[src/rtl/dlx_pipe_pkg.sv]
// Shared types for the DLX pipeline sequencer: controller states, forwarding selects.
// Pure declarations, no logic.
package dlx_pipe_pkg;

    typedef enum logic [1:0] {
        RUN      = 2'd0,
        LU_STALL = 2'd1,
        MEM_WAIT = 2'd2
    } ctrl_state_t;

    typedef enum logic [1:0] {
        FWD_RF  = 2'd0,
        FWD_MEM = 2'd1,
        FWD_WB  = 2'd2
    } fwd_sel_t;

    localparam logic [4:0] REG_ZERO = 5'd0;

endpackage

[src/rtl/fwd_unit.sv]
// Operand match and forwarding-source selection for one EX source operand.
// Purely combinational; the parent registers the result.
module fwd_unit
    import dlx_pipe_pkg::*;
(
    input  logic [4:0] rs,
    input  logic       use_rs,
    input  logic [4:0] rd_ex,
    input  logic       load_ex,
    input  logic [4:0] rd_mem,
    output logic       m_ex,
    output fwd_sel_t   sel
);

    logic m_mem;

    assign m_ex  = use_rs && (rd_ex  != REG_ZERO) && (rd_ex  == rs);
    assign m_mem = use_rs && (rd_mem != REG_ZERO) && (rd_mem == rs);

    // A load in EX only reaches this register after its bubble, by which time it sits in WB.
    always_comb begin
        sel = FWD_RF;
        if (m_ex) begin
            sel = load_ex ? FWD_WB : FWD_MEM;
        end else if (m_mem) begin
            sel = FWD_WB;
        end
    end

endmodule

[src/rtl/hazard_ctrl.sv]
// DLX pipeline sequencer: load-use/control hazard stalls, flushes, bubbles and EX forwarding selects.
// Controls are combinational; forwarding selects and stall counter are registered; data-memory waits freeze the whole pipe.
module hazard_ctrl
    import dlx_pipe_pkg::*;
#(
    parameter int MEM_TIMEOUT = 16,
    parameter int CNT_W       = 32
) (
    input  logic             clk,
    input  logic             reset_n,
    input  logic [4:0]       Rs1_ID,
    input  logic [4:0]       Rs2_ID,
    input  logic             use_rs1_ID,
    input  logic             use_rs2_ID,
    input  logic [4:0]       Rd_EX,
    input  logic             d_load_enable_EX,
    input  logic [4:0]       Rd_MEM,
    input  logic             pc_cmd_EX,
    input  logic             Pc_cmd_id,
    input  logic             d_req_MEM,
    input  logic             d_ready,
    output logic             stall_IF,
    output logic             stall_ID,
    output logic             flush_ID,
    output logic             bubble_EX,
    output logic             freeze,
    output logic [1:0]       fwd_s1_sel_EX,
    output logic [1:0]       fwd_s2_sel_EX,
    output logic             mem_err,
    output logic [CNT_W-1:0] stall_count
);

    localparam int             TMO_W    = (MEM_TIMEOUT > 2) ? $clog2(MEM_TIMEOUT) : 1;
    localparam logic [TMO_W-1:0] TMO_LAST = TMO_W'(MEM_TIMEOUT - 1);

    ctrl_state_t      state_q, state_d;
    logic [TMO_W-1:0] tmo_q;
    logic             abandon_q;
    fwd_sel_t         fwd_s1_q, fwd_s2_q;
    logic [CNT_W-1:0] cnt_q;

    fwd_sel_t sel1, sel2;
    logic     m_ex1, m_ex2;
    logic     load_use, mem_miss, run_rules;
    logic     stall_if_c, stall_id_c, flush_id_c, bubble_ex_c, freeze_c, mem_err_c;

    fwd_unit u_fwd_s1 (
        .rs      (Rs1_ID),
        .use_rs  (use_rs1_ID),
        .rd_ex   (Rd_EX),
        .load_ex (d_load_enable_EX),
        .rd_mem  (Rd_MEM),
        .m_ex    (m_ex1),
        .sel     (sel1)
    );

    fwd_unit u_fwd_s2 (
        .rs      (Rs2_ID),
        .use_rs  (use_rs2_ID),
        .rd_ex   (Rd_EX),
        .load_ex (d_load_enable_EX),
        .rd_mem  (Rd_MEM),
        .m_ex    (m_ex2),
        .sel     (sel2)
    );

    assign load_use = d_load_enable_EX && (m_ex1 || m_ex2);
    // The access that just timed out is still presented for one cycle while the pipe drains past it.
    assign mem_miss = d_req_MEM && !d_ready && !abandon_q;

    always_comb begin
        state_d     = state_q;
        stall_if_c  = 1'b0;
        stall_id_c  = 1'b0;
        flush_id_c  = 1'b0;
        bubble_ex_c = 1'b0;
        freeze_c    = 1'b0;
        mem_err_c   = 1'b0;
        run_rules   = 1'b0;

        case (state_q)
            MEM_WAIT: begin
                if (!d_ready) begin
                    freeze_c = 1'b1;
                    if (tmo_q == TMO_LAST) begin
                        mem_err_c = 1'b1;
                        state_d   = RUN;
                    end
                end else begin
                    run_rules = 1'b1;
                end
            end
            default: run_rules = 1'b1;
        endcase

        if (run_rules) begin
            state_d = RUN;
            if (mem_miss) begin
                freeze_c = 1'b1;
                state_d  = MEM_WAIT;
            end else if (pc_cmd_EX) begin
                flush_id_c  = 1'b1;
                bubble_ex_c = 1'b1;
            end else if (load_use && (state_q != LU_STALL)) begin
                stall_if_c  = 1'b1;
                stall_id_c  = 1'b1;
                bubble_ex_c = 1'b1;
                state_d     = LU_STALL;
            end else if (Pc_cmd_id) begin
                flush_id_c = 1'b1;
            end
        end
    end

    // Reset forces controls low immediately, even while the memory request is still asserted.
    assign stall_IF      = stall_if_c  & reset_n;
    assign stall_ID      = stall_id_c  & reset_n;
    assign flush_ID      = flush_id_c  & reset_n;
    assign bubble_EX     = bubble_ex_c & reset_n;
    assign freeze        = freeze_c    & reset_n;
    assign mem_err       = mem_err_c   & reset_n;
    assign fwd_s1_sel_EX = fwd_s1_q;
    assign fwd_s2_sel_EX = fwd_s2_q;
    assign stall_count   = cnt_q;

    always_ff @(posedge clk or negedge reset_n) begin
        if (!reset_n) begin
            state_q   <= RUN;
            tmo_q     <= '0;
            abandon_q <= 1'b0;
            fwd_s1_q  <= FWD_RF;
            fwd_s2_q  <= FWD_RF;
            cnt_q     <= '0;
        end else begin
            state_q   <= state_d;
            abandon_q <= mem_err_c;
            if ((state_q == MEM_WAIT) && (state_d == MEM_WAIT)) begin
                tmo_q <= tmo_q + TMO_W'(1);
            end else begin
                tmo_q <= '0;
            end
            if (!freeze_c) begin
                fwd_s1_q <= bubble_ex_c ? FWD_RF : sel1;
                fwd_s2_q <= bubble_ex_c ? FWD_RF : sel2;
            end
            if ((freeze_c || stall_id_c) && (cnt_q != '1)) begin
                cnt_q <= cnt_q + CNT_W'(1);
            end
        end
    end

endmodule

[config.mk]
export PLATFORM = sky130hd
export DESIGN_NAME = hazard_ctrl
export DESIGN_NICKNAME = d
export VERILOG_FILES = /design/src/rtl/dlx_pipe_pkg.sv /design/src/rtl/fwd_unit.sv /design/src/rtl/hazard_ctrl.sv
export SDC_FILE = /design/constraint.sdc
export NUM_CORES = 1
export LEC_CHECK = 0
export ABC_AREA = 1
export BUFFER_PORTS_ARGS = -buffer_cell sky130_fd_sc_hd__clkbuf_2
export CORE_MARGIN = 2
export CORE_UTILIZATION = 54
export CTS_BUF_LIST = sky130_fd_sc_hd__clkbuf_16
export CTS_CLUSTER_SIZE = 14
export DETAILED_ROUTE_END_ITERATION = 8
export GPL_ROUTABILITY_DRIVEN = 0
export GPL_TIMING_DRIVEN = 0
export PLACE_DENSITY = 0.83
export SYNTH_ARGS = -nofsm -noshare
export SYNTH_HDL_FRONTEND = slang
export SYNTH_SLANG_ARGS = --single-unit
[constraint.sdc]
create_clock -name clk -period 1.9 [get_ports clk]
set_input_delay 0.38 -clock clk [delete_from_list [all_inputs] [get_ports clk]]
set_output_delay 0.38 -clock clk [all_outputs]
set_load 0.01 [all_outputs]
# Word level (Yosys, flattened, before mapping)
# Cells that the tools add are included.
# Widths: inputs -> output; s select.
word_totals:
  regBits: 43
  latch_bits: 0
  mem_bits_rw: 0
  rom_bits: 0
  inputBits: 29
  output_inout_bits: 42
  elab_cells: 78
  memories: 0
classes:
  addsub: 2
  n_mul: 0
  n_div: 0
  order_cmp: 0
  eq_ne: 9
  shift: 0
  n_mux: 36
  n_bitwise: 5
  reduce_logical: 20
ops:
  columns: ["cell", "n"]
  rows:
  - ["$add 32x1->32 const B", 1]
  - ["$ne 32x32->1 const B", 1]
  - ["$mux 2", 12]
  - ["$mux 1", 23]
  - ["$eq 5x5->1", 4]
  - ["$logic_and 1x1->1", 14]
  - ["$reduce_bool 5->1", 2]
  - ["$and 1x1->1", 5]
  - ["$add 4x1->4 const B", 1]
  - ["$eq 2x2->1 const B", 2]
  - ["$eq 4x4->1 const B", 1]
  - ["$mux 4", 1]
  - ["$logic_not 1->1", 2]
  - ["$logic_or 1x1->1", 2]
  - ["$ne 2x1->1 const B", 1]

# Longest topological paths before layout
logic_depth:
  ltp_word: 13
  depth_mapped: 14
  depth_no_buf: 13

# By module
# Synthesis repeated with hierarchy kept, for this count alone.
hier_totals:
  hier_cells: 550
  area_unflattened_um2: 3295.7
by_module_without_submodules:
  columns: ["module", "n_inst", "cells_each", "area_per_inst_um2"]
  rows:
  - ["hazard_ctrl", 1, 410, 2715.1]
  - ["fwd_unit", 2, 70, 290.3]

# Worst setup path after synthesis
# No wires, ideal clock.
synth_timing:
  path_type: "reg-to-reg"
  startpoint: "reg cnt_q[0], in the netlist stall_count[0]"
  endpoint: "reg cnt_q[1], in the netlist stall_count[1]"
  arrival_ns: 1.689
  slack_ns: 0.094
  stages_incl_launch_ff: 12
  path_buffers: 1
  path_cell_list: "dfrtp_1 > ha_1 > nand3_2 > inv_2 > nand2_2 > nor2_4 > inv_2 > nor2_4 > nand4_4 > buf_2 > nand3_1 > nand2_1"
synth_via:
  elab_chain_len: 2
synth_lines:
  columns: ["element", "line", "source"]
  rows:
  - ["start, declared", "hazard_ctrl.sv:40", "logic [CNT_W-1:0] cnt_q;"]
  - ["start signal, assigned", "hazard_ctrl.sv:147", "cnt_q <= cnt_q + CNT_W'(1);"]
  - ["parallel branches: the longest is 2 deep, another holds $add 32x1->32", null, null]
# Parallel ways; which one is timed is not known.
# A chain may end at the register's enable or synchronous reset.

# Worst setup path after layout
layout_timing:
  startpoint: "reg state_q[1]"
  endpoint: "out bubble_EX"
layout_via:
  elab_chain_len: 7
layout_lines:
  columns: ["element", "line", "source"]
  rows:
  - ["start, declared", "hazard_ctrl.sv:36", "ctrl_state_t state_q, state_d;"]
  - ["start signal, assigned", "hazard_ctrl.sv:135", "state_q <= state_d;"]
  - ["$ne 2x1->1", "hazard_ctrl.sv:104", "end else if (load_use && (state_q != LU_STALL)) begin"]
  - ["$logic_and 1x1->1", "hazard_ctrl.sv:104", null]
  - ["$mux 1", "hazard_ctrl.sv:104", null]
  - ["$mux 1", "hazard_ctrl.sv:101", "end else if (pc_cmd_EX) begin"]
  - ["$mux 1", "hazard_ctrl.sv:98", "if (mem_miss) begin"]
  - ["$mux 1 *", "hazard_ctrl.sv:96", "if (run_rules) begin"]
  - ["$and 1x1->1 *", "hazard_ctrl.sv:119", "assign bubble_EX = bubble_ex_c & reset_n;"]
  - ["end, declared", "hazard_ctrl.sv:25", "output logic bubble_EX,"]
# Mark *: on every way between the ends. The rest lies on a longest branch, timed or not.

==> flow_summary.json <==
{
  "synth.distinct_cells": 29,
  "num_rows": 27,
  "viasPerCell": 5.41,
  "clkSinkCount": 43,
  "die_width_um": 78.9,
  "synth-seq-area-share_pct": 35.5,
  "synth_area_leaders": "dfrtp_1, nand2_1, nand3_1",
  "syn-num-nets": 484,
  "critPathRequiredTime_ps": 1520,
  "finalSetupViolations": 0,
  "synth_top_area_share_pct": 35.5,
  "rsz0062_at_grt": "true",
  "hold_viol_final": 8,
  "slowest_delay_ps": 330,
  "final_common_cell": "nand2_1",
  "drv_cap": 0,
  "routed_wl_um": 8960,
  "crit_fanout": 4,
  "holdCritPathClass": "input port to asynchronous set/reset pin",
  "overflow": 0,
  "synth_top_area_cell": "dfrtp_1",
  "ys_ff_latch": 43,
  "layout_setup_ws_ps": 31.9,
  "firstDrtPassIters": 7,
  "synth_warnings": 0,
  "synthMuxAreaShare_pct": 0,
  "cpMaxStageDelayCell": "dfrtp_1",
  "first_global_vias": 3086,
  "antenna_left": 0,
  "synth-xor-area-share_pct": 9.53,
  "ir_drop_v": 0.000439,
  "fin_crit_sh_pct": 98.3,
  "io_buffers": 70,
  "die_area_um2": 6230,
  "start_kind": "register",
  "worst_pin_slew_ps": 420,
  "die_h_um": 78.9,
  "start_util_pct": 55.4,
  "track_usage_pct": 27.9,
  "antenna_found_initial": 0,
  "dp_hpwl_um": 6060,
  "cts_tree": "done",
  "clk_latency_ps": 290,
  "drive_gt1_share_pct": 25.5,
  "num-fill-cells": 442,
  "critical-path-top-delay-family": "simple AND/OR/NAND/NOR gates",
  "cp_common_cell": "inv_2",
  "drv_slew": 0,
  "crit_type": "register to output pin",
  "io-pin-count": 71,
  "status": "finished, violations left",
  "yosys.area_share.adder_pct": 0.825,
  "clockRootBuffer": "clkbuf_16",
  "fin_skew_ps": 7.67,
  "period_minus_slack_ps": 1870,
  "synthSimpleGateAreaFrac_pct": 43.0,
  "crit_chain": "inv_1 -> or2_1 -> nor2_2 -> inv_2 -> nand2_4 -> inv_2 -> nand2_2 -> a21oi_2 -> clkbuf_2",
  "antenna_cells": 0,
  "first_iter_violations": 315,
  "fin_nets": 579,
  "syn_to_final_growth_pct": 29.4,
  "grt_max_degree": 46,
  "fin_total_pwr_mw": 2.47,
  "via_count": 3362,
  "r2r_slack_ps": 50,
  "grt_pass1_wl_um": 13800,
  "synth_compound_area_share_pct": 2.89,
  "slew_headroom_pct": 71.9,
  "coreArea_um2": 5470,
  "mappedNetlistArea_um2": 3030,
  "failed_checks": "negative hold slack",
  "layout_common_cells": "nand2_1, clkbuf_2, nand3_1",
  "syn-instance-count": 453,
  "timing.hold.ws_ps": -4.29,
  "htreeDepth": 2,
  "dp_worst_setup_slack_ps": -364,
  "power_leakage_nw": 2.11,
  "wire_per_inst_um": 14.4,
  "fmax_mhz": 535,
  "drc_errors": 0,
  "synth_top_family_by_area": "simple AND/OR/NAND/NOR gates",
  "multi_input_area_um2": 1810,
  "synth_area_per_cell_um2": 6.70,
  "power.density_nw_per_um2": 630,
  "cts_buffer_depth": 2,
  "clk_pin_slew_ps": 70,
  "ff_latch_area_um2": 1080,
  "cp-end-kind": "output pin",
  "path_buf_inv": 4,
  "cts_made_buffers": 5,
  "arrival_ps": 1490
}
[per-stage QoR]
step / area [µm²] / TNS [ps] / cells / hold slack, ps / utilization (%)
finish: 3930 / 0 / 621 / -4.29 / 71.7
global route: 3930 / -774 / 621 / 36.7 / 71.7
floorplan: 3030 / 0 / 453 / 84.4 / -
global placement: 3470 / -4310 / 595 / 450 / 63.5
detailed placement: 3470 / -5550 / 595 / 467 / 63.5
CTS: 3740 / 0 / 612 / 151 / 68.4
[cell type report]
type	instances	share of cell area (%)
multi-input cells	352	46.2
well taps	72	2.30
flip-flops and latches	43	27.5
plain buffers	9	2.33
repair buffers	89	13.3
clock inverters	3	0.638
inverters	48	4.65
clock buffers	5	3.19
[power breakdown]
group / leakage, nW / switching [mW] / internal (mW)
Sequential: 0.589 / 0.0811 / 0.967
Combinational: 1.45 / 0.298 / 0.248
Clock: 0.0700 / 0.387 / 0.492
[worst paths after layout]
path | from | end | cells after the start
max | state_q[1] | bubble_EX | 9
min | reset_n | stall_count[6] | 1
max reg2reg | stall_count[17] | stall_count[28] | 8
min reg2reg | tmo_q[0] | tmo_q[0] | 1
max in group asynchronous | reset_n | stall_count[7] | 1
min in group clk | pc_cmd_EX | fwd_s1_sel_EX[0] | 2
[routing by layer]
layer	vias up	share of wire (%)	global-route usage, %
met5	-	0	0
met4	0	5.6	13.8
met3	50	7.0	5.68
met2	177	49	48.7
met1	1522	39	32.7
li1	1613	-	-
[sequential cells by signal (all words and copies together), names as in the netlist]
register,cells
fwd_s2_sel_EX,2
stall_count,32
fwd_s1_sel_EX,2
state_q,2
tmo_q,4
abandon_q,1
[Yosys cell counts]
master and number:
nand2_1 168, nor2_1 52, nand3_1 48, inv_1 46, dfrtp_1 43, xor2_1 20
nor3_1 15, xnor2_1 13, buf_2 6, a21oi_1 5, o21ai_0 5, nand3b_1 4
nand4_1 4, buf_6 3, nand2_2 3, ha_1 2, inv_2 2, nor2_4 2
o211ai_1 2, a22o_1 1, buf_4 1, nand2_4 1, nand3_2 1, nand4_4 1
nor3_2 1, nor3b_1 1, o22ai_1 1, o31ai_1 1, or2_1 1
[worst reg2reg max path: cells and delay by family, from the launching register on]
kind                      cells  cell delay, ps
xor gates and xnor gates      1             160
buffers and inverters         1             110
DFF                           1             450
and+or+nand+nor               6            1010
[logic make-up after synthesis]
kind of cell | after synthesis
adders and majority gates | 2
buffers and inverters | 58
DFF | 43
xor gates and xnor gates | 33
AOI/OAI and AO/OA | 15
and+or+nand+nor | 302
[repair_timing]
item	in CTS	in global routing
buffers inserted	10	6
pin swaps	8	6
cloned	0	3
endpoints found under the hold margin	0	0
setup endpoints to repair	38	38
gates resized for setup	17	33
hold buffers	0	0
(Power assumes the default switching activity.)
